**src/rtl/fetch_stage_pkg.sv**
```systemverilog
// Shared definitions for the fetch stage: FSM state encoding, NOP word and PC step.
package fetch_stage_pkg;

    typedef logic [1:0] fetch_state_t;

    localparam fetch_state_t StIdle  = 2'd0;
    localparam fetch_state_t StRun   = 2'd1;
    localparam fetch_state_t StPause = 2'd2;

    localparam logic [31:0] NopInstr    = 32'h0000_0000;
    localparam logic [31:0] PcInc       = 32'd4;
    localparam logic [31:0] PcAlignMask = 32'hFFFF_FFFC;

endpackage

```
**src/rtl/fetch_perf_cnt.sv**
```systemverilog
// Saturating event counter with synchronous clear; sticks at all-ones.
module fetch_perf_cnt #(
    parameter int unsigned CNT_W = 32
) (
    input  logic             clk_i,
    input  logic             clr_i,
    input  logic             inc_i,
    output logic [CNT_W-1:0] cnt_o
);

    logic [CNT_W-1:0] cnt_d, cnt_q;

    always_comb begin
        cnt_d = cnt_q;
        if (clr_i) begin
            cnt_d = '0;
        end else if (inc_i && (cnt_q != {CNT_W{1'b1}})) begin
            cnt_d = cnt_q + CNT_W'(1);
        end
    end

    always_ff @(posedge clk_i) begin
        cnt_q <= cnt_d;
    end

    assign cnt_o = cnt_q;

endmodule

```
**src/rtl/fetch_stage.sv**
```systemverilog
// Instruction fetch stage: PC register, redirect handling and IF/ID pipeline register.
// Optional performance counters are compiled in with FETCH_PERF_CNT_EN.
module fetch_stage
    import fetch_stage_pkg::*;
#(
    parameter logic [31:0] RESET_PC = 32'h0000_0000,
    parameter int unsigned CNT_W    = 32
) (
    input  logic             clk_i,
    input  logic             rst_i,
    input  logic             start_i,
    input  logic             stall_i,
    input  logic             branch_taken_i,
    input  logic [31:0]      branch_target_i,
    input  logic             jump_i,
    input  logic [31:0]      jump_target_i,
    output logic [31:0]      imem_addr_o,
    input  logic [31:0]      imem_data_i,
    output logic [31:0]      pc_o,
    output logic [31:0]      ifid_pc4_o,
    output logic [31:0]      ifid_instr_o,
`ifdef FETCH_PERF_CNT_EN
    output logic [CNT_W-1:0] stall_cnt_o,
    output logic [CNT_W-1:0] flush_cnt_o,
`endif
    output logic             ifid_valid_o
);

    if (CNT_W == 0) begin : g_bad_cnt_w
        $error("CNT_W must be at least 1");
    end

    fetch_state_t state_d, state_q;
    logic [31:0]  pc_d, pc_q;
    logic [31:0]  ifid_pc4_d, ifid_pc4_q;
    logic [31:0]  ifid_instr_d, ifid_instr_q;
    logic         ifid_valid_d, ifid_valid_q;
    logic         stall_evt, flush_evt;
    logic [31:0]  pc_plus4;

    assign pc_plus4 = pc_q + PcInc;

    always_comb begin
        state_d      = state_q;
        pc_d         = pc_q;
        ifid_pc4_d   = ifid_pc4_q;
        ifid_instr_d = ifid_instr_q;
        ifid_valid_d = ifid_valid_q;
        stall_evt    = 1'b0;
        flush_evt    = 1'b0;

        case (state_q)
            StRun: begin
                stall_evt = stall_i;
                if (!start_i) begin
                    // Pausing wins over any redirect presented in the same cycle.
                    state_d      = StPause;
                    ifid_instr_d = NopInstr;
                    ifid_valid_d = 1'b0;
                end else if (stall_i) begin
                    // Hold everything.
                end else if (jump_i) begin
                    pc_d         = jump_target_i & PcAlignMask;
                    ifid_instr_d = NopInstr;
                    ifid_valid_d = 1'b0;
                    flush_evt    = 1'b1;
                end else if (branch_taken_i) begin
                    pc_d         = branch_target_i & PcAlignMask;
                    ifid_instr_d = NopInstr;
                    ifid_valid_d = 1'b0;
                    flush_evt    = 1'b1;
                end else begin
                    pc_d         = pc_plus4;
                    ifid_pc4_d   = pc_plus4;
                    ifid_instr_d = imem_data_i;
                    ifid_valid_d = 1'b1;
                end
            end
            default: begin
                // Idle and pause: PC holds, IF/ID drains to a bubble.
                if (start_i) begin
                    state_d = StRun;
                end
                if (state_q != StIdle && state_q != StPause) begin
                    state_d = StIdle;
                end
                ifid_instr_d = NopInstr;
                ifid_valid_d = 1'b0;
            end
        endcase
    end

    always_ff @(posedge clk_i) begin
        if (!rst_i) begin
            state_q      <= StIdle;
            pc_q         <= RESET_PC;
            ifid_pc4_q   <= 32'h0;
            ifid_instr_q <= NopInstr;
            ifid_valid_q <= 1'b0;
        end else begin
            state_q      <= state_d;
            pc_q         <= pc_d;
            ifid_pc4_q   <= ifid_pc4_d;
            ifid_instr_q <= ifid_instr_d;
            ifid_valid_q <= ifid_valid_d;
        end
    end

    assign pc_o         = pc_q;
    assign imem_addr_o  = pc_q;
    assign ifid_pc4_o   = ifid_pc4_q;
    assign ifid_instr_o = ifid_instr_q;
    assign ifid_valid_o = ifid_valid_q;

`ifdef FETCH_PERF_CNT_EN
    fetch_perf_cnt #(
        .CNT_W (CNT_W)
    ) u_stall_cnt (
        .clk_i (clk_i),
        .clr_i (~rst_i),
        .inc_i (stall_evt),
        .cnt_o (stall_cnt_o)
    );

    fetch_perf_cnt #(
        .CNT_W (CNT_W)
    ) u_flush_cnt (
        .clk_i (clk_i),
        .clr_i (~rst_i),
        .inc_i (flush_evt),
        .cnt_o (flush_cnt_o)
    );
`else
    logic unused_evt;
    assign unused_evt = stall_evt ^ flush_evt;
`endif

endmodule

```
**config.mk**
```make
export PLATFORM = sky130hd
export DESIGN_NAME = fetch_stage
export DESIGN_NICKNAME = d
export VERILOG_FILES = /design/src/rtl/fetch_stage_pkg.sv /design/src/rtl/fetch_perf_cnt.sv /design/src/rtl/fetch_stage.sv
export SDC_FILE = /design/constraint.sdc
export NUM_CORES = 1
export LEC_CHECK = 0
export ABC_AREA = 1
export BUFFER_PORTS_ARGS = -buffer_cell sky130_fd_sc_hd__buf_2
export CAP_MARGIN = 0
export CORE_UTILIZATION = 45
export CTS_CLUSTER_DIAMETER = 200
export CTS_CLUSTER_SIZE = 14
export DETAILED_ROUTE_END_ITERATION = 16
export GPL_TIMING_DRIVEN = 0
export HOLD_SLACK_MARGIN = 0.08
export PLACE_DENSITY = 0.77
export SYNTH_ARGS = -nofsm -noshare
export SYNTH_HDL_FRONTEND = slang
export SYNTH_SLANG_ARGS = --single-unit
```
**constraint.sdc**
```tcl
create_clock -name clk_i -period 2.56 [get_ports clk_i]
set_input_delay 0.384 -clock clk_i [delete_from_list [all_inputs] [get_ports clk_i]]
set_output_delay 0.384 -clock clk_i [all_outputs]
set_load 0.03 [all_outputs]
```
==> reports/results.tsv <==
stage	metric	value	unit
status	status	finished, final reports clean	
synth	largest area contributor in the netlist	dfxtp_1	
layout	Layout Nets	1102	
clocking	Worst-path clk slew	100	ps
clocking	clk root buf	clkbuf_8	
min_path	Worst Hold Class	input port to register	
critical_path	Crit. path cell count	10	
clocking	PostCTS Resize Cnt	0	
critical_path	Buffers & Inverters on Critical Path	1	
route	routed vias	5662	
grt	Overflow after GRT	0	
clocking	CTS hold repair buffers	0	
timing	RSZ-0062 raised after global routing	no	
synth	synthesized area per cell	6.53	µm²
route	Via-to-Cell Ratio	4.95	
floorplanning	# rows	38	
layout	utilization after layout	59.7	%
synth	Synth top area share	38.0	%
route	DRC viols	0	
clocking	Worst-Skew Late Latency	380	ps
power	Leakage	3.22	nW
floorplanning	I/O Pins	231	
clocking	setup bufs post-CTS	0	
power	maximum vdd drop	333	µV
synth	Cells after Synth	766	
synth	Cell Area, Synth	0.00500	mm²
synth	Yosys cell types	29	
floorplanning	Die Height	107	µm
timing	part of the cycle the worst path needs	83.3	%
grt	pin count of the biggest net entering global routing	19	
clocking	CTS tree	built	
placement	Port Buffers	217	
power	Design Power	2.98	mW
synth	EDFF count, synth	0	
critical_path	slowest stage delay, CP	530	ps
job	Max-cap violations	0	
floorplanning	Core Region	0.0108	mm²
synth	flop and latch count out of synthesis	95	
synth	sequential fraction of the synthesis area	38.0	%
timing	Fin. Hold Viols	0	
timing	post-layout min period	2130	ps
layout	fraction of layout cells with a size suffix above 1	28.8	%
critical_path	slowest cell on the critical path	dfxtp_1	
route	Post-Route WL	16000	µm
floorplanning	die area	0.0115	mm²
timing	Max Fclk	469	MHz
clocking	CTS sink cnt	95	
synth	number of synthesis warnings	0	
route	number of routed nets with antenna violations	0	
min_path	WHS Path Cells	2	
critical_path	CP max FO	8	
critical_path	CP Launch Type	register	
timing	setup violators final	0	
clocking	Num CTS Buffers	9	
grt	first-pass GRT wire length	24800	µm
clocking	Clock Tree Buf Depth	2	
route	drt first pass iters	5	
power	Pwr Density	460	mW/mm²
timing	Least-Margin Pin Slew	583	ps
timing	skew final	13.0	ps
synth	Post-synth top cells	nand2_1 (171), nor2_1 (125), dfxtp_1 (95)	
critical_path	Worst Setup End Kind	register	
grt	vias in the first global route	5167	
synth	Post-synth top flop	dfxtp_1	
critical_path	Req. time, crit path	2830	ps
placement	RD Place Congestion	0.944	
layout	diode count	0	
timing	Max-slew headroom	61.2	%
synth	top-count cell post-synth	nand2_1	
critical_path	CP delay by family, top	simple AND/OR/NAND/NOR gates	
timing	setup TNS	0	ps
synth	FFs w/ async S/R, synth	0	%
clocking	Clock H-tree levels	3	
critical_path	critical path arrival	2400	ps
synth	Area contributors post-synth	dfxtp_1 (38%), nand2_1 (13%), a21oi_1 (9.4%), nor2_1 (9.4%), o21ai_0 (6.3%)	
layout	Area Overhead vs Synth	29.4	%
timing	worst hold slack	211	ps
route	Starting DRT DRC Count	324	
placement	DPL Wire Length	12200	µm
critical_path	critical path class	register to register	
critical_path	Top cell by count, worst path	nand2_1	
grt	gr usage total	27.7	%
route	per-cell routed wire length	14.0	µm
floorplanning	die width	107	µm
timing	Slew Limit Fails	0	
critical_path	CP Cell Sequence	ha_1 -> nand2_1 -> nor2_2 -> nand2_1 -> nor2_1 -> nand2_1 -> nand2_1 -> nand3_1 -> o211ai_1 -> inv_1	
floorplanning	starting density of the core	46.1	%
grt	initial antenna violation count	0	
critical_path	worst reg-to-reg path cell count	10	
placement	Setup WS pre-CTS	486	ps
timing	setup ws final	428	ps
==> per-stage QoR <==
| step | area (µm²) | std cells |
|---|---|---|
| floorplan | 5020 | 771 |
| CTS | 6470 | 1144 |
| global placement | 6280 | 1128 |
| detailed placement | 6280 | 1128 |
| finish | 6470 | 1144 |
| global route | 6470 | 1144 |
==> area by class of cell <==
class / instances / area, µm²
tap: 140 / 175
sequential: 95 / 1900
clock buffer: 9 / 124
timing repair buffer: 217 / 1090
clock inverter: 7 / 66.3
buffer: 76 / 445
multi-input combinational: 539 / 2440
inverter: 61 / 229
fill: 1108 / 4370
==> cell families after synthesis <==
family | count (synthesis) | synth area share (%)
and+or+nand+nor | 345 | 28.0
xor gates and xnor gates | 9 | 1.58
AOI/OAI and AO/OA | 178 | 18.6
buffers and inverters | 137 | 13.5
adders and majority gates | 1 | 0.250
DFF | 95 | 38.0
other | 1 | 0.0750
==> power breakdown <==
part	internal, mW	total (mW)	switching [mW]	leakage (nW)
sequential	1.50	1.54	0.0359	0.768
combinational	0.165	0.447	0.282	2.36
clock	0.377	0.993	0.616	0.0914
==> sequential cells by signal, summed over array words and instances, names as in the netlist <==
signal and flops:
state_q 2, ifid_pc4_o 30, ifid_instr_o 32, ifid_valid_o 1, imem_addr_o 30
==> cells in the final DEF, fill, tap and decap left out, types with 9 or more instances in the layout <==
| cell type | instances |
|---|---|
| buf_2 | 225 |
| nand2_1 | 171 |
| nor2_1 | 125 |
| dfxtp_1 | 95 |
| a21oi_1 | 94 |
| o21ai_0 | 63 |
| inv_1 | 58 |
| nand3_1 | 40 |
| buf_4 | 38 |
| clkbuf_1 | 26 |
| o211ai_1 | 14 |
| clkbuf_8 | 9 |
==> path summary, 6_finish.rpt <==
path / start / endpoint / slack, ps
worst max-delay path: imem_addr_o[2] / ifid_pc4_o[30] / 430
worst min-delay path: start_i / state_q[1] / 210
worst max register to register: imem_addr_o[2] / ifid_pc4_o[30] / 430
worst min register to register: ifid_instr_o[10] / ifid_instr_o[10] / 470
==> layer usage <==
layer	wire [µm]	part of all wire, %	vias to the layer above	global-route usage, %
li1	-	-	2879	-
met1	6600	41	2457	32.5
met2	7390	46	275	46.6
met3	1400	8.8	51	6.84
met4	586	3.7	0	14.5
met5	0	0	-	0
No activity file was read; power rests on OpenSTA's default activity.
